==> config.mk <==
export PLATFORM = sky130hd
export DESIGN_NAME = cpu_display_driver
export DESIGN_NICKNAME = d
export VERILOG_FILES = /design/src/rtl/cpu_display_driver.sv
export SDC_FILE = /design/constraint.sdc
export NUM_CORES = 1
export LEC_CHECK = 0
export CAP_MARGIN = 10
export CORE_MARGIN = 2
export CORE_UTILIZATION = 39
export CTS_BUF_LIST = sky130_fd_sc_hd__clkbuf_8
export DETAILED_ROUTE_END_ITERATION = 16
export MAX_ROUTING_LAYER = met4
export SLEW_MARGIN = 20
export SYNTH_ARGS = -nofsm -noshare
export SYNTH_HDL_FRONTEND = slang
export SYNTH_SLANG_ARGS = --single-unit
==> constraint.sdc <==
create_clock -name clk -period 3.2 [get_ports clk]
set_input_delay 0.32 -clock clk [delete_from_list [all_inputs] [get_ports clk]]
set_output_delay 0.32 -clock clk [all_outputs]
set_load 0.05 [all_outputs]
==> src/rtl/cpu_display_driver.sv <==
// Eight-digit hex seven-segment driver for the CPU display/cycle outputs.
// Snapshots per frame, freezes at halt, debounced mode button.
module cpu_display_driver #(
   parameter int SCAN_DIV        = 50000,
   parameter int DEBOUNCE_CYCLES = 500000
) (
   input  logic        clk,
   input  logic        clr,
   input  logic [31:0] display,
   input  logic [31:0] cycle_count,
   input  logic        halt,
   input  logic        mode_btn,
   output logic [7:0]  seg,
   output logic [7:0]  an,
   output logic        mode,
   output logic        frozen
);

   localparam int SW = $clog2(SCAN_DIV);
   localparam int DW = (DEBOUNCE_CYCLES > 1) ? $clog2(DEBOUNCE_CYCLES) : 1;

   logic [SW-1:0] scan_q, scan_d;
   logic [2:0]    idx_q, idx_d;
   logic [31:0]   disp_q, disp_d;
   logic [31:0]   cyc_q, cyc_d;
   logic          frozen_q, frozen_d;
   logic          mode_q, mode_d;
   logic          sync1_q, sync2_q;
   logic          lvl_q, lvl_d;
   logic          lvl_prev_q;
   logic [DW-1:0] db_q, db_d;
   logic [7:0]    an_q, an_d;
   logic [7:0]    seg_q, seg_d;

   logic          tick;
   logic          frame;
   logic [31:0]   val;
   logic [31:0]   shifted;
   logic [3:0]    nib;

   function automatic logic [6:0] hex7(input logic [3:0] n);
      case (n)
         4'h0: hex7 = 7'h40;
         4'h1: hex7 = 7'h79;
         4'h2: hex7 = 7'h24;
         4'h3: hex7 = 7'h30;
         4'h4: hex7 = 7'h19;
         4'h5: hex7 = 7'h12;
         4'h6: hex7 = 7'h02;
         4'h7: hex7 = 7'h78;
         4'h8: hex7 = 7'h00;
         4'h9: hex7 = 7'h10;
         4'hA: hex7 = 7'h08;
         4'hB: hex7 = 7'h03;
         4'hC: hex7 = 7'h46;
         4'hD: hex7 = 7'h21;
         4'hE: hex7 = 7'h06;
         default: hex7 = 7'h0E;
      endcase
   endfunction

   assign tick    = (scan_q == SW'(SCAN_DIV - 1));
   assign frame   = tick && (idx_q == 3'd7);
   assign val     = mode_q ? cyc_q : disp_q;
   assign shifted = val >> {idx_q, 2'b00};
   assign nib     = shifted[3:0];

   // Scan counter, snapshots with halt freeze, digit output values
   always_comb begin
      scan_d   = tick ? '0 : scan_q + SW'(1);
      idx_d    = tick ? idx_q + 3'd1 : idx_q;
      disp_d   = disp_q;
      cyc_d    = cyc_q;
      frozen_d = frozen_q;
      if (!frozen_q && (halt || frame)) begin
         disp_d = display;
         cyc_d  = cycle_count;
      end
      if (!frozen_q && halt)
         frozen_d = 1'b1;
      an_d  = ~(8'b1 << idx_q);
      seg_d = {~((idx_q == 3'd0) && frozen_q), hex7(nib)};
   end

   // Debounce counter and mode toggle on accepted press
   always_comb begin
      lvl_d  = lvl_q;
      db_d   = db_q + DW'(1);
      if (sync2_q == lvl_q) begin
         db_d = '0;
      end else if (db_q == DW'(DEBOUNCE_CYCLES - 1)) begin
         lvl_d = sync2_q;
         db_d  = '0;
      end
      mode_d = mode_q ^ (lvl_q & ~lvl_prev_q);
   end

   // State registers, all cleared asynchronously by clr
   always_ff @(posedge clk or negedge clr) begin
      if (!clr) begin
         scan_q     <= '0;
         idx_q      <= '0;
         disp_q     <= '0;
         cyc_q      <= '0;
         frozen_q   <= 1'b0;
         mode_q     <= 1'b0;
         sync1_q    <= 1'b0;
         sync2_q    <= 1'b0;
         lvl_q      <= 1'b0;
         lvl_prev_q <= 1'b0;
         db_q       <= '0;
         an_q       <= 8'hFF;
         seg_q      <= 8'hFF;
      end else begin
         scan_q     <= scan_d;
         idx_q      <= idx_d;
         disp_q     <= disp_d;
         cyc_q      <= cyc_d;
         frozen_q   <= frozen_d;
         mode_q     <= mode_d;
         sync1_q    <= mode_btn;
         sync2_q    <= sync1_q;
         lvl_q      <= lvl_d;
         lvl_prev_q <= lvl_q;
         db_q       <= db_d;
         an_q       <= an_d;
         seg_q      <= seg_d;
      end
   end

   assign seg    = seg_q;
   assign an     = an_q;
   assign mode   = mode_q;
   assign frozen = frozen_q;

endmodule

Word level (Yosys, flattened, before mapping). Memories as Yosys holds them, arrays and structs flattened. A register that Yosys moved wholly into a read port is not among the register bits. Cells that the tools add are included.

Memory bits (read-only): 112. Bits in registers: 124. Bits of input ports: 68. Word-level logic and storage cells: 42. Memories kept: 1.

Add/subtract/negate cells: 3. Mux-type cells: 4. Bitwise logic cells: 6. Shift operators: 2. Eq/ne operators: 4. Reductions and logical operators: 9.

Memory list: (name not given) (depth 16, width 7, rd ports 1, clocked after memory_dff 1, write ports 0, line 42) `case (n)`.

Operators with widths (number): two-way mux 19 bit (2); two-way mux 32 bit (1); right shift 32 x 5 -> 4 bit (1); adder 19 x 1 -> 19 bit (second input constant) (1); equality test 19 bit (second input constant) (1); adder 16 x 1 -> 16 bit (second input constant) (1); equality test 16 bit (second input constant) (1); two-way mux 16 bit (1); NOT 8 bit (1); left shift 1 x 3 -> 8 bit (first input constant) (1); logical AND 1 bit (4); adder 3 x 1 -> 3 bit (second input constant) (1); equality test 3 bit (second input constant) (1); logical NOT 3 bit (1); NOT 1 bit (3); logical NOT 1 bit (2); AND reduction 2 bit (1); AND 1 bit (1); equality test 1 bit (1); logical OR 1 bit (1); bitwise XOR 1 bit (1).

Depth between registers and ports, before layout.
Depth after elaboration: 4. Depth in mapped cells: 10. Gate-level depth less buffers: 8.

Least setup slack after synthesis. No wires, ideal clock.

Kind: reg2reg. From: register mode_q (netlist: mode). To: register seg_q[1] (netlist: seg[1]). Data arrival time: 2.715 ns. Library setup time: 0.080 ns. Path slack: 0.406 ns. Clock period less this slack: 2.794 ns. Cell stages (with the launch flop): 11. Cells stage by stage: dfrtp_1 buf_4 buf_2 mux4_2 a22oi_1 nand3_1 inv_1 ha_1 inv_1 mux2i_1 a32o_1.

Longest elaborated chain between the ends: 2.

RTL lines: start, declared (line 27) `logic mode_q, mode_d;`; start signal, assigned (line 120) `mode_q <= mode_d;`; two-way mux 32 bit (line 64) `assign val = mode_q ? cyc_q : disp_q;`; right shift 32 x 5 -> 4 bit (line 65) `assign shifted = val >> {idx_q, 2'b00};`; end, declared (line 33) `logic [7:0] seg_q, seg_d;`.

No other way between the ends. A chain may end at the register's enable or synchronous reset.

Worst setup path in the final report.
From: register mode_q (netlist: mode). To: register seg_q[2] (netlist: seg[2]).

Same word-level chain as after synthesis.

==> flow_metrics.tcl <==
set metrics [dict create \
    path_class "reg2reg" \
    setup-tns-final_ps 0 \
    grt_util_all_layers 0.159 \
    place_hpwl_um 7810 \
    final_cell_mix "dfrtp_1 (108), clkdlybuf4s50_1 (84), mux2_1 (50)" \
    dpl_cell_area_um2 6710 \
    fp.dieH_um 125 \
    ioPinCount 86 \
    antenna_cells 0 \
    slowest_delay_ps 520 \
    clk_latency_ps 440 \
    netlist_instances 425 \
    clkTransAtPathRegs_ps 70 \
    hp-class "in2reg" \
    die_area_um2 15600 \
    drive_gt1_frac 0.171 \
    synth_area_um2 5700 \
    wl_per_cell_um 15.4 \
    stdcell_count 716 \
    wl_um 11000 \
    grt_max_degree 67 \
    cts_root_buffer "clkbuf_8" \
    core_um2 14400 \
    critical_path.cell_chain "buf_4 > mux4_2 > a22oi_1 > nand3_1 > or2_2 > o22ai_1" \
    fin_area_um2 7080 \
    grt_pass1_vias 3733 \
    fin_skew_ps 8.81 \
    power_density_nw_per_um2 486 \
    cap_viol_max_count 0 \
    place.gp.congestion 0.818 \
    max_slew_margin 0.500 \
    cts_setup_buffers 0 \
    dp_cells 683 \
    drt_pass1_iterations 4 \
    tightestPinTransition_ps 750 \
    antenna_found_initial 0 \
    finish.utilization 0.491 \
    dieWidth_um 125 \
    crit_arrival_ps 2890 \
    cts_buffers 17 \
    htreeDepth 4 \
    fin_crit_sh 0.793 \
    ys_seq_area_frac 0.548 \
    cts_sinks 124 \
    cts_tree "built" \
    p_leak_nw 3.04 \
    grt.overflow.total 0 \
    fin_crit_ps 2540 \
    drtIter0Drc 187 \
    max_freq_ghz 0.394 \
    synth_edf_count 0 \
    avgSynthCellArea_um2 13.4 \
    start_util 0.395 \
    post_synth_num_cell_types 46 \
    p_total_mw 3.44 \
    port_buffers 85 \
    synth-seq-cells 124 \
    synth_fp_nets 505 \
    vias_per_cell 4.94 \
    final-setup-viol-count 0 \
    ir_drop_uv 243 \
    critPathLaunchType "flip-flop" \
    end_kind "flip-flop" \
    status "finished clean" \
    ant_nets 0 \
    grt_pass1_wl_um 18800 \
    clockBufferDepth 2 \
    postSynth.asyncResetShare 1.00 \
    drcViolationCount 0 \
    ys_warn_count 0 \
    hold_violations 0 \
    syn_to_final_growth_pct 24.3 \
    layout_commonest_cell "dfrtp_1" \
    cp_max_fo 13 \
    synth_ff_type "dfrtp_1" \
    crit_required_ps 3550 \
    vias 3540 \
    rows 44 \
    critPathSlowestCell "mux4_2" \
    rsz0062_at_grt "false" \
    nNetsFinal 599 \
    maxSlewViolCount 0 \
]
[routing by layer]
layer	part of all wire	track usage
met5	0	-
met2	0.48	0.242
met1	0.47	0.205
met3	0.037	0.0412
met4	0.016	0.0608
[where the power goes]
part | internal, mW | switching (mW) | total [mW]
sequential | 1.70 | 0.0558 | 1.75
combinational | 0.231 | 0.202 | 0.434
clock | 0.678 | 0.577 | 1.25
total | 2.61 | 0.835 | 3.44
[final cells by class]
cell class / instances / area (um2)
clock buffer: 21 / 289
clock inverter: 11 / 76.3
fill: 1301 / 7340
inverter: 13 / 48.8
multi-input combinational: 271 / 2390
sequential: 124 / 3120
tap: 184 / 230
timing repair buffer: 92 / 928
[worst max-delay path, delay by kind of cell, from the launching register on]
kind / cells / cell delay, ps
AO/OA/AOI/OAI: 2 / 420
AND/OR/NAND/NOR: 2 / 930
multiplexers: 1 / 520
buffers and inverters: 1 / 240
flip-flops: 1 / 340
[cell usage after synthesis (all sizes together), types with 2 or more instances]
cell type | n | area [um2]
mux2i | 5 | 50.1
dfstp | 16 | 420
o22ai | 2 | 12.5
nand2 | 25 | 93.8
nor3 | 7 | 35.0
nor2b | 3 | 18.8
dfrtp | 108 | 2700
a21oi | 4 | 23.8
mux2 | 67 | 792
or4bb | 2 | 22.5
or3 | 3 | 18.8
ha | 12 | 150
o21ai | 3 | 15.0
and3 | 2 | 12.5
xnor2 | 18 | 158
and4 | 2 | 17.5
nor3b | 2 | 15.0
or2 | 3 | 18.8
nand2b | 2 | 12.5
xor2 | 15 | 131
nor4 | 4 | 40.0
clkbuf | 5 | 18.8
mux4 | 16 | 360
nor2 | 35 | 148
inv | 13 | 48.8
o2bb2ai | 2 | 17.5
buf | 12 | 119
nand4 | 4 | 25.0
nand3 | 23 | 115
a22oi | 4 | 30.0
[final timing paths]
kind | from | endpoint | slack [ps] | cells past startpoint
setup / recovery | mode | seg[2] | 660 | 6
hold / removal | mode_btn | sync1_q | 320 | 1
setup reg to reg | mode | seg[2] | 660 | 6
hold reg to reg | sync1_q | sync2_q | 360 | 0
max in group asynchronous | clr | db_q[9] | 1880 | 3
min in group asynchronous | clr | disp_q[7] | 490 | 2
[per-stage QoR]
stage,hold slack (ps),setup WS (ps)
after floorplan,24.4,406
after global placement,335,769
after detailed placement,343,716
after CTS,294,689
after global routing,301,444
final,323,662
[flip-flops by register name (all words and copies together), names as in the netlist]
| register | cells |
|---|---|
| db_q | 19 |
| mode | 1 |
| disp_q | 32 |
| sync1_q | 1 |
| an | 8 |
| idx_q | 3 |
| scan_q | 16 |
| cyc_q | 32 |
| seg | 8 |
| sync2_q | 1 |
| lvl_prev_q | 1 |
| frozen | 1 |
| lvl_q | 1 |
[what timing repair did]
action                                  CTS  global route
hold buffers                              1             0
hold endpoints to repair                 42             0
resized for setup                         0             0
endpoints found under the setup margin    0             0
[kinds of logic (layout without fill, tap and decap cells)]
logic type      after synthesis  count (layout)  synth area share
flops                       124             124             0.548
simple gates                121             121             0.110
fa+ha+maj                    12              12            0.0264
mux                          88              88             0.211
buf+inv                      30             137            0.0327
compound gates               17              17            0.0204
xor+xnor                     33              33            0.0507
Power figures use the tool's default switching activity.
==> RTL change 1, RTL diff (same flow settings) <==
Set the parameter `DEBOUNCE_CYCLES` to 1000000 (it was 500000).
--- a/src/rtl/cpu_display_driver.sv
+++ b/src/rtl/cpu_display_driver.sv
@@ -2,7 +2,7 @@
 // Snapshots per frame, freezes at halt, debounced mode button.
 module cpu_display_driver #(
    parameter int SCAN_DIV        = 50000,
-   parameter int DEBOUNCE_CYCLES = 500000
+   parameter int DEBOUNCE_CYCLES = 1000000
 ) (
    input  logic        clk,
    input  logic        clr,
Check against the original RTL: same outputs for any inputs over 10 cycles, from zero or initial values; that may be too few to reach the edited logic, so the function may still have changed.
==> RTL change 1 against the original RTL <==
- core utilization grew 0.12 points
- sequential cell count rose by 1
- setup slack gained 0.18 ns
- area after synthesis grew 0.94%
- wire length up 1.7%
- final area rose by 0.62%
- total power is 0.34% higher
==> RTL change 1: results <==
export IMPL_synth_seq_area_share=0.547
export IMPL_track_usage=0.157
export IMPL_grt_max_degree=65
export IMPL_grt_pass1_vias=3784
export IMPL_worst_path_max_fanout=11
export IMPL_vias=3561
export IMPL_synthTopCellsByCount="109 x dfrtp_1, 63 x mux2_1, 39 x nor2_1, 23 x nand3_1"
export IMPL_drive_gt1_frac=0.148
export IMPL_layout_nets=601
export IMPL_avgRoutedWirePerCell_um=15.6
export IMPL_h_tree_depth=4
export IMPL_status="finished clean"
export IMPL_antenna_found_initial=1
export IMPL_routabilityCongestion=0.783
export IMPL_finalNonFillerCells=719
export IMPL_p_leak_uw=0.00308
export IMPL_grt_pass1_wl_um=18800
export IMPL_cp_arrival_ns=2.72
export IMPL_drtIter0Drc=198
export IMPL_peakVddDrop_mv=0.223
export IMPL_synth_net_count=506
export IMPL_dpl_hpwl_um=8030
export IMPL_place_ws_ns=0.869
export IMPL_tightest_slew_ns=0.788
export IMPL_clock_skew_ns=0.0114
export IMPL_top_regs="cyc_q x32, disp_q x32, db_q x20"
export IMPL_ys_types=44
export IMPL_placedCellCount=685
export IMPL_ys_top_cells_by_area="dfrtp_1 47%, mux2_1 12%, dfstp_2 7.3%, mux4_2 4.7%, xnor2_1 2.9%"
==> RTL change 1: changes by cell type after synthesis, moves of 3 or more <==
cell and delta:
mux2_1 +13, mux2_4 -10, buf_6 +7, nand2_1 -6, and3_1 +5, nor2_1 +5, mux4_1 +4, mux4_2 -4
a21oi_1 -3, clkbuf_1 -3, mux2_2 -3, nand3_2 +3, or3_1 -3
==> RTL change 1: worst max-delay path, stage by stage, from the launching register on <==
cell and delay, ns:
dfrtp_1 0.35, buf_4 0.24, mux4_2 0.53, a22oi_1 0.20
nand3_1 0.39, or2_1 0.41, o2bb2ai_1 0.16
==> RTL change 1: final timing paths <==
path / endpoint / slack [ns] / depth (start not counted)
setup / recovery: seg[6] / 0.84 / 6
hold / removal: sync1_q / 0.32 / 1
setup reg to reg: seg[6] / 0.84 / 6
hold reg to reg: sync2_q / 0.36 / 0
max in group asynchronous: sync1_q / 1.89 / 3
min in group asynchronous: db_q[4] / 0.49 / 2
==> RTL change 1: kinds of logic after synthesis <==
group,count (synthesis),synth area share
buffers and inverters,31,0.0370
flip-flops,125,0.547
AO/OA/AOI/OAI,12,0.0178
adder cells (fa/ha/maj),12,0.0261
AND/OR/NAND/NOR,121,0.110
multiplexers,89,0.207
XOR/XNOR,36,0.0548
==> RTL change 1: layout make-up <==
class / count / area, µm² / share of cell area
repair buffers: 93 / 936 / 0.131
multi-input cells: 270 / 2390 / 0.335
clock buffers: 21 / 289 / 0.0406
clock inverters: 11 / 78.8 / 0.0111
diodes: 1 / 2.50 / 0.000351
well taps: 184 / 230 / 0.0323
inverters: 14 / 52.6 / 0.00737
flip-flops and latches: 125 / 3150 / 0.442
==> RTL change 1: layer usage <==
layer	global-route usage	wire (µm)
met4	0.0647	206
met5	-	0
met3	0.0471	554
met2	0.241	5490
met1	0.194	4980
==> RTL change 1: per-stage QoR <==
step | instance area (µm²) | power [µW]
3_3_place_gp | 6750 | 2210
5_1_grt | 7130 | 3630
3_5_place_dp | 6750 | 2230
6_report | 7130 | 3450
2_1_floorplan | 5750 | 2020
4_1_cts | 7120 | 3500
==> RTL change 1: power breakdown <==
| part | total, µW | internal (µW) | switching, µW | leakage, µW |
|---|---|---|---|---|
| clock | 1260 | 677 | 585 | 0.000204 |
| combinational | 424 | 222 | 202 | 0.00131 |
| sequential | 1770 | 1710 | 57.2 | 0.00156 |
==> RTL change 2, RTL diff (same settings) <==
Without the edit above. Register the inputs `display`, `cycle_count`, `halt` and `mode_btn` before use, without a reset. The logic sees them one clock later. Comments in the files are not updated.
--- a/src/rtl/cpu_display_driver.sv
+++ b/src/rtl/cpu_display_driver.sv
@@ -18,6 +18,18 @@
 
    localparam int SW = $clog2(SCAN_DIV);
    localparam int DW = (DEBOUNCE_CYCLES > 1) ? $clog2(DEBOUNCE_CYCLES) : 1;
+
+   logic [31:0] display_q;
+   logic [31:0] cycle_count_q;
+   logic halt_q;
+   logic mode_btn_q;
+
+   always_ff @(posedge clk) begin
+      display_q     <= display;
+      cycle_count_q <= cycle_count;
+      halt_q        <= halt;
+      mode_btn_q    <= mode_btn;
+   end
 
    logic [SW-1:0] scan_q, scan_d;
    logic [2:0]    idx_q, idx_d;
@@ -72,11 +84,11 @@
       disp_d   = disp_q;
       cyc_d    = cyc_q;
       frozen_d = frozen_q;
-      if (!frozen_q && (halt || frame)) begin
-         disp_d = display;
-         cyc_d  = cycle_count;
+      if (!frozen_q && (halt_q || frame)) begin
+         disp_d = display_q;
+         cyc_d  = cycle_count_q;
       end
-      if (!frozen_q && halt)
+      if (!frozen_q && halt_q)
          frozen_d = 1'b1;
       an_d  = ~(8'b1 << idx_q);
       seg_d = {~((idx_q == 3'd0) && frozen_q), hex7(nib)};
@@ -118,7 +130,7 @@
          cyc_q      <= cyc_d;
          frozen_q   <= frozen_d;
          mode_q     <= mode_d;
-         sync1_q    <= mode_btn;
+         sync1_q    <= mode_btn_q;
          sync2_q    <= sync1_q;
          lvl_q      <= lvl_d;
          lvl_prev_q <= lvl_q;
Check against the original RTL: not equivalent (Yosys sat finds a counterexample within 4 cycles, from zero or initial values).
==> RTL change 2 against the original RTL <==
- wire length is 12% higher
- final area is 20% higher
- setup slack worse by 0.044 ns
- sequential cell count is 66 higher
- total power is 35% higher
- combinational power is 3% lower
- cell count is 15% higher
- critical endpoint unchanged
- area after synthesis is 22% higher
==> RTL change 2: results <==
export IMPL_status="finished clean"
export IMPL_gr_usage_met1=0.190
export IMPL_grt_pass1_vias=4114
export IMPL_pwr_share_comb=0.091
export IMPL_route_met2_wl_um=5900
export IMPL_synth_seq_area_share=0.638
export IMPL_synth_fa_ha_area_frac=0.0216
export IMPL_avgRoutedWirePerCell_um=15.0
export IMPL_holdWs_ns=0.295
export IMPL_layout_nets=668
export IMPL_wl_met3_um=448
export IMPL_drtIter0Drc=174
export IMPL_grt_max_degree=86
export IMPL_place_ws_ns=0.633
export IMPL_placedCellCount=793
export IMPL_n_fill_cell=1506
export IMPL_routabilityCongestion=0.793
export IMPL_grt_pass1_wl_um=20500
export IMPL_peakVddDrop_mv=0.420
export IMPL_clkTransAtPathRegs_ns=0.10
export IMPL_clock_latency_ns=0.46
export IMPL_drive_gt1_frac=0.148
export IMPL_switching_share=0.242
export IMPL_min_delay_start="display[7]"
export IMPL_tightest_slew_ns=0.775
export IMPL_synthXorXnorAreaFrac=0.0415
export IMPL_ys_top_cells_by_area="dfrtp_1 39%, dfxtp_1 19%, mux2_1 9.7%, dfstp_2 6.0%, mux4_2 5.2%"
export IMPL_synth_mux_area_fraction=0.167
export IMPL_synthTopCellsByCount="108 x dfrtp_1, 66 x dfxtp_1, 60 x mux2_1, 35 x nor2_1, 25 x nand2_1"
export IMPL_ys_types=43
export IMPL_via_per_inst=4.75
[RTL change 2: cell count changes after synthesis, moves of 2 or more]
cell,before,now
buf_12,2,0
buf_2,3,5
buf_6,3,6
clkbuf_1,5,3
dfxtp_1,0,66
mux2_1,50,60
mux2_4,10,0
nand4_1,4,6
[RTL change 2: area by class of cell]
type,instances,area (µm²),area share
Tap cell,225,282,0.0333
Timing Repair Buffer,95,942,0.111
Clock inverter,14,149,0.0176
Inverter,12,45.0,0.00532
Multi-Input combinational cell,272,2360,0.278
Clock buffer,18,248,0.0293
Sequential cell,190,4440,0.525
[RTL change 2: how the worst max path moves through the flow]
stage / end / slack (ns) / depth (start not counted)
detailed placement: seg[2] / 0.63 / 6
floorplan: seg[1] / 0.42 / 10
global route: seg[2] / 0.44 / 6
global placement: seg[2] / 0.68 / 6
CTS: seg[2] / 0.58 / 6
finish: seg[2] / 0.62 / 6
